File: src/rtl/scoreboard_unit.sv
// Register scoreboard: per-register write latency countdowns, write-back forwarding and a read-stage stall.
// Optional stall_count performance counter is enabled by defining SCOREBOARD_PERF_EN.
module scoreboard_unit #(
    parameter int GPR_COUNT    = 8,
    parameter int GPR_SIZE     = 3,
    parameter int DATA_SIZE    = 32,
    parameter int READ_PORTS   = 2,
    parameter int ALU_LATENCY  = 1,
    parameter int LOAD_LATENCY = 2,
    parameter int CNT_SIZE     = 3
) (
    input  logic                            clock,
    input  logic                            reset,
    input  logic                            flush,
    input  logic                            issue_valid,
    input  logic                            issue_writes,
    input  logic                            issue_is_load,
    input  logic [GPR_SIZE-1:0]             issue_dest,
    input  logic [READ_PORTS-1:0]           read_used,
    input  logic [READ_PORTS*GPR_SIZE-1:0]  read_address,
    input  logic [READ_PORTS*DATA_SIZE-1:0] rf_data,
    input  logic                            wb_valid,
    input  logic [GPR_SIZE-1:0]             wb_dest,
    input  logic [DATA_SIZE-1:0]            wb_data,
    output logic [READ_PORTS*DATA_SIZE-1:0] read_data,
    output logic [GPR_COUNT-1:0]            busy_mask,
    output logic                            stall
`ifdef SCOREBOARD_PERF_EN
    ,
    output logic [15:0]                     stall_count
`endif
);

    logic [CNT_SIZE-1:0] cnt_q [GPR_COUNT];
    logic [CNT_SIZE-1:0] cnt_d [GPR_COUNT];
    logic [GPR_SIZE-1:0] port_addr [READ_PORTS];
    logic [CNT_SIZE-1:0] new_lat;
    logic [READ_PORTS-1:0] src_hazard;
    logic waw_hazard;
    logic accept;

    always_comb begin
        for (int unsigned p = 0; p < READ_PORTS; p++) begin
            port_addr[p] = read_address[p*GPR_SIZE +: GPR_SIZE];
        end
    end

    always_comb begin
        new_lat = issue_is_load ? CNT_SIZE'(LOAD_LATENCY) : CNT_SIZE'(ALU_LATENCY);
    end

    // A write-back in the current cycle both forwards the value and masks the pending hazard.
    always_comb begin
        read_data  = rf_data;
        src_hazard = '0;
        for (int unsigned p = 0; p < READ_PORTS; p++) begin
            if (wb_valid && (wb_dest == port_addr[p]) && (port_addr[p] != '0)) begin
                read_data[p*DATA_SIZE +: DATA_SIZE] = wb_data;
            end
            src_hazard[p] = read_used[p] && (port_addr[p] != '0) &&
                            (cnt_q[port_addr[p]] != '0) &&
                            !(wb_valid && (wb_dest == port_addr[p]));
        end
    end

    always_comb begin
        waw_hazard = issue_valid && issue_writes && (issue_dest != '0) &&
                     (cnt_q[issue_dest] > new_lat);
        stall      = issue_valid && ((|src_hazard) || waw_hazard);
        accept     = issue_valid && !stall;
    end

    always_comb begin
        for (int unsigned r = 0; r < GPR_COUNT; r++) begin
            busy_mask[r] = (cnt_q[r] != '0);
        end
    end

    // The issue cycle is the first cycle of the latency, so the loaded count already
    // includes that cycle's decrement: a load at T is busy through T+LOAD_LATENCY-1.
    always_comb begin
        for (int unsigned r = 0; r < GPR_COUNT; r++) begin
            cnt_d[r] = cnt_q[r];
            if (r == 0) begin
                cnt_d[r] = '0;
            end else if (flush) begin
                cnt_d[r] = '0;
            end else if (accept && issue_writes && (issue_dest == GPR_SIZE'(r))) begin
                cnt_d[r] = new_lat - CNT_SIZE'(1);
            end else if (cnt_q[r] != '0) begin
                cnt_d[r] = cnt_q[r] - CNT_SIZE'(1);
            end
        end
    end

    always_ff @(posedge clock or negedge reset) begin
        if (!reset) begin
            for (int unsigned r = 0; r < GPR_COUNT; r++) begin
                cnt_q[r] <= '0;
            end
        end else begin
            for (int unsigned r = 0; r < GPR_COUNT; r++) begin
                cnt_q[r] <= cnt_d[r];
            end
        end
    end

`ifdef SCOREBOARD_PERF_EN
    logic [15:0] stall_count_q;
    logic [15:0] stall_count_d;

    always_comb begin
        stall_count_d = stall_count_q;
        if (stall && (stall_count_q != '1)) begin
            stall_count_d = stall_count_q + 16'd1;
        end
    end

    always_ff @(posedge clock or negedge reset) begin
        if (!reset) begin
            stall_count_q <= '0;
        end else begin
            stall_count_q <= stall_count_d;
        end
    end

    assign stall_count = stall_count_q;
`endif

endmodule

File: config.mk
export PLATFORM = sky130hd
export DESIGN_NAME = scoreboard_unit
export DESIGN_NICKNAME = d
export VERILOG_FILES = /design/src/rtl/scoreboard_unit.sv
export SDC_FILE = /design/constraint.sdc
export NUM_CORES = 1
export LEC_CHECK = 0
export ABC_AREA = 1
export ABC_CLOCK_PERIOD_IN_PS = 2300
export BUFFER_PORTS_ARGS = -buffer_cell sky130_fd_sc_hd__buf_2
export CAP_MARGIN = 10
export CORE_UTILIZATION = 40
export DETAILED_ROUTE_END_ITERATION = 8
export PLACE_DENSITY_LB_ADDON = 0.15
export SLEW_MARGIN = 5
export SYNTH_ARGS = -nofsm -noshare
export SYNTH_HDL_FRONTEND = slang
export SYNTH_SLANG_ARGS = --single-unit
File: constraint.sdc
create_clock -name clock -period 2.3 [get_ports clock]
set_input_delay 0.115 -clock clock [delete_from_list [all_inputs] [get_ports clock]]
set_output_delay 0.115 -clock clock [all_outputs]
set_load 0.1 [all_outputs]
Word-level counts from Yosys, hierarchy flattened

Cells that the tools add are included.

Add/subtract/negate cells: 8
Magnitude comparators: 4
Eq/ne operators: 9
Muxes and demuxes: 33
Bitwise operators: 3
Reductions and logical operators: 47

Operator list:

| operator                                                              | number |
|---|---|
| 3-bit 2-to-1 mux                                                      | 27 |
| 32-bit 2-to-1 mux                                                     | 2 |
| 3-bit nonzero test                                                    | 19 |
| 3-bit binary-select mux with 3-bit select                             | 3 |
| 1-bit logical AND                                                     | 23 |
| 3-bit by 1-bit subtractor with 3-bit output, second input constant    | 7 |
| 3-bit equality test, second input constant                            | 4 |
| 4-bit greater-or-equal comparator, second input constant              | 3 |
| 3-bit NOT with 4-bit output                                           | 3 |
| 3-bit by 2-bit equality test with 1-bit output, second input constant | 2 |
| 3-bit equality test                                                   | 2 |
| 3-bit by 1-bit equality test with 1-bit output, second input constant | 1 |
| 3-bit by 2-bit greater-than comparator with 1-bit output              | 1 |
| 1-bit logical NOT                                                     | 3 |
| 2-bit by 1-bit subtractor with 3-bit output, second input constant    | 1 |
| 2-bit 2-to-1 mux                                                      | 1 |
| 2-bit OR reduction                                                    | 1 |
| 1-bit logical OR                                                      | 1 |

Flip-flop bits (word level): 21
Input port bits: 117
Output and inout bits: 73
Logic and storage cells: 111

Depth between registers and ports, before layout

Depth in word-level cells: 16
Depth in mapped cells: 17
Gate-level depth less buffers: 17

Worst setup path before layout

Ideal clock, no wire load.

Kind: input-to-output
Start point: input port read_address[3]
End point: output port read_data[32]
Arrival: 3077 ps
Data required time: 2185 ps
Slack: -892 ps
Stages: 8
Path buffers: 2
Cell sequence: buf_2 -> inv_2 -> nand2_1 -> nand3_1 -> nor3_2 -> o31ai_2 -> clkbuf_1 -> o21ai_0

Word-level cells in the longest chain between the ends: 4
Elaborated cells on any way between the ends: 5
Those cells by class: 1 x eq/ne; 1 x mux; 3 x reduce/logical

Ends and longest elaborated chain:

| item                | line | text |
|---|---|---|
| start: declaration  | 20   | `input logic [READ_PORTS*GPR_SIZE-1:0] read_address,` |
| 3-bit equality test | 57   | `if (wb_valid && (wb_dest == port_addr[p]) && (port_addr[p] != '0)) begin` |
| 1-bit logical AND   | 57   |  |
| 1-bit logical AND * | 57   |  |
| 32-bit 2-to-1 mux * | 57   |  |
| end: declaration    | 25   | `output logic [READ_PORTS*DATA_SIZE-1:0] read_data,` |

Every way passes the cells marked *; elsewhere a longest branch is shown, timed or not.

Worst setup path after layout

Start point: register cnt_q[19] (netlist name)
End point: register cnt_q[18] (netlist name)

Word-level cells in the longest chain between the ends: 15
Elaborated cells on any way between the ends: 28
Those cells by class: 1 x order compare; 11 x mux; 16 x reduce/logical

Ends and longest elaborated chain:

| item                                                                                              | line | text |
|---|---|---|
| start: declaration                                                                                | 34   | `logic [CNT_SIZE-1:0] cnt_q [GPR_COUNT];` |
| start signal: indexed assignment                                                                  | 103  | `cnt_q[r] <= cnt_d[r];` |
| branches (longest 15 deep; another with 3-bit by 2-bit greater-than comparator with 1-bit output) | --   |  |

Parallel ways; which one is timed is not known. The select of a mux whose other input is x is not followed.
A chain may end at the register's enable or synchronous reset.

==> metrics.md <==
| Metric | Value |
|---|---|
| Count of TritonRoute iterations in the first routing pass | `7` |
| Peak ir drop on the vdd network | `1.03 mV` |
| Vertical extent of the die | `85.3 um` |
| Number of hold violations in the final report | `0` |
| Type of origin of the critical path | `flop` |
| Relative max-transition margin | `0.653` |
| Number of flip-flops in the largest register | `21` |
| Violated checks | `negative setup slack` |
| X dimension of the die | `85.3 um` |
| Number of CTS-inserted buffers | `3` |
| Maximum clock path buffer count | `2` |
| Data arrival time of the critical path | `2.60 ns` |
| Classification of the worst-slack hold path | `in2reg` |
| PnR worst setup slack | `-0.0980 ns` |
| Largest net degree at the start of global routing | `57` |
| Count of input and output buffers | `188` |
| Dominant register cell in the synthesized netlist | `dfrtp_1` |
| Ratio of final minimum period to clock period | `1.04` |
| Overall die area | `7280 um2` |
| H-tree lvl count | `1` |
| Unrepaired setup endpoints after global routing | `true` |
| Critical Path Sink Type | `flop` |
| Post-Syn Area | `2780 um2` |
| Distinct cell type count after synthesis | `32` |
| Data required time at the worst endpoint | `2.50 ns` |
| Asr flop ratio synth | `1.00` |
| Post-Syn Area per Cell | `5.60 um2` |
| Count of non-filler cells in the finished layout | `767` |
| Number of max-slew violations in the final report | `0` |
| Leakage power | `2.89 nW` |
| Result of the run | `finished with violations` |
| Initial core utilization | `0.411` |
| Cell area after placement | `4880 um2` |
| Wire length of the first global-routing pass | `17700 um` |
| YS warnings | `0` |
| Most frequent standard cell in the layout excluding fill and tap cells | `nand2_1` |
| FP Rows | `30` |
| # placed instances | `755` |
| Post-route cell area | `5090 um2` |
| Global placer's final weighted congestion | `0.952` |
| Largest Register | `cnt_q` |
| Via count of the first global-routing pass | `3663` |
| Slew at the pin closest to its max-slew limit | `0.521 ns` |
| Maximum Capacitance Violations | `0` |
| Areal power density over the cells | `896 nW/um2` |
| Ratio of cells with drive above 1 in the final layout | `0.407` |
| Via density per instance | `5.27` |
| Core Footprint | `6760 um2` |
| Biggest registers after layout | `cnt_q (21)` |
| Maximum net fanout on the critical path | `6` |
| Highest clock frequency the design can meet | `417 MHz` |
| Routed length per placed instance | `15.1 um` |
| Final antenna-violating net count | `0` |
| Worst clock skew on the final layout | `0.00368 ns` |
| Number of cells produced by synthesis | `496` |
| Fin crit period | `2.40 ns` |
| Sum of overflow across all layers after global routing | `0` |
| Clock root buffer | `clkbuf_8` |
| Number of DRC violations after detailed routing | `0` |
| # nets final | `820` |
| Total I/O pin count | `190` |
| Commonest cells after routing, fill and taps aside | `nand2_1 (147), buf_2 (127), inv_1 (81)` |
| Clock sink count | `21` |
| DRC violation total after the first TritonRoute iteration | `208` |
| Utilization of the core after routing | `0.754` |
| Total vias in the final route | `4044` |
| Sum of internal, switching and leakage power | `4.56 mW` |
| Layout-stage area growth over the synthesis result | `83.3%` |
| Synthesized Nets | `629` |
| Insertion delay to the later sink of the worst-skew pair | `0.26 ns` |
| Routed wire length | `11600 um` |
| Global-route total usage across every layer | `0.305` |
| Clock-pin slew reported for the worst setup and hold paths after clock tree synthesis | `0.08 ns` |
| Register bit count reported by yosys | `21` |
| TritonCTS clock tree | `yes` |
| Start-to-end type of the worst setup path | `reg2reg` |
| Post-DP HPWL | `9460 um` |
| Share of synthesized area occupied by flip-flops and latches | `0.189` |
| Number of antenna violations at the first check in global routing | `1` |
| Number of flops mapped to enable cells by yosys | `0` |
| Setup violators final | `10` |
## critical path: stages (launching register included)
cell and delay, ns:
dfrtp_1 0.41, inv_2 0.08, o22ai_2 0.07, a31oi_1 0.20, o21ai_1 0.12, ha_1 0.34, inv_1 0.07, nor2_1 0.04
o21ai_1 0.16, a21oi_2 0.11, nor2_4 0.17, buf_6 0.15, buf_12 0.10, nand3_4 0.07, o21ai_1 0.09, nand3_1 0.07
nand2_1 0.08
## cells by family after synthesis
group | after synthesis | synth area share
buffers and inverters | 113 | 0.158
xor gates and xnor gates | 6 | 0.0189
and+or+nand+nor | 246 | 0.383
adders and majority gates | 16 | 0.0721
other | 1 | 0.00135
AOI/OAI and AO/OA | 93 | 0.177
DFF | 21 | 0.189
## cells in the mapped netlist, types with 2 or more instances
cell type	count	share of area
or2_2	2	0.0045
nand3_1	33	0.059
o22ai_1	6	0.014
inv_1	90	0.12
dfrtp_1	21	0.19
nand2_1	151	0.20
ha_1	16	0.072
xnor2_1	2	0.0063
buf_2	2	0.0036
inv_2	4	0.0054
clkbuf_1	14	0.019
o21ai_0	75	0.14
xor2_1	4	0.013
a21oi_1	6	0.011
nor2_1	33	0.045
nor3_2	2	0.0072
nand4_1	17	0.038
nand3_2	2	0.0072
nor3_1	3	0.0054
## per-stage QoR
step | setup slack [ns] | hold WS, ns | TNS, ns
detailed placement | -0.0181 | 0.105 | -0.0247
finish | -0.0980 | 0.260 | -0.575
CTS | 0.00408 | 0.255 | 0
floorplan | -0.748 | -0.181 | -22.58
global route | -0.202 | 0.278 | -2.84
global placement | 0.0603 | 0.104 | 0
## where the power goes
part           internal (mW)  leakage [nW]  switching (mW)  total [mW]
clock                  0.124        0.0228           0.130       0.253
sequential             0.512         0.275           0.116       0.628
combinational           1.11          2.60            2.57        3.68
## path summary, 6_finish.rpt
check	slack (ns)	end	from	cells after the start
max in group asynchronous	1.60	cnt_q[9]	reset	2
max	-0.1	cnt_q[18]	cnt_q[19]	16
min in group asynchronous	0.35	cnt_q[5]	reset	2
min	0.26	cnt_q[3]	issue_is_load	5
max reg2reg	-0.1	cnt_q[18]	cnt_q[19]	16
min reg2reg	0.52	cnt_q[20]	cnt_q[20]	1
## what timing repair did
action	4_1_cts	5_1_grt
resized for setup	9	24
setup endpoints to repair	4	22
hold endpoints to repair	21	0
pin swaps	1	11
hold buffers	1	0
setup buffers	0	6
## final cells by class
cell class / count / area, um2
timing repair buffer: 205 / 2030
antenna: 1 / 2.50
fill: 527 / 1670
sequential: 21 / 526
tap: 80 / 100
inverter: 94 / 353
clock buffer: 4 / 45.0
multi-input combinational: 362 / 2030
## per-layer routing
layer / track usage / wire, um
met5: 0 / 0
met3: 0.0399 / 915
met1: 0.358 / 4300
met2: 0.540 / 5840
met4: 0.165 / 560
(Power assumes the default switching activity.)
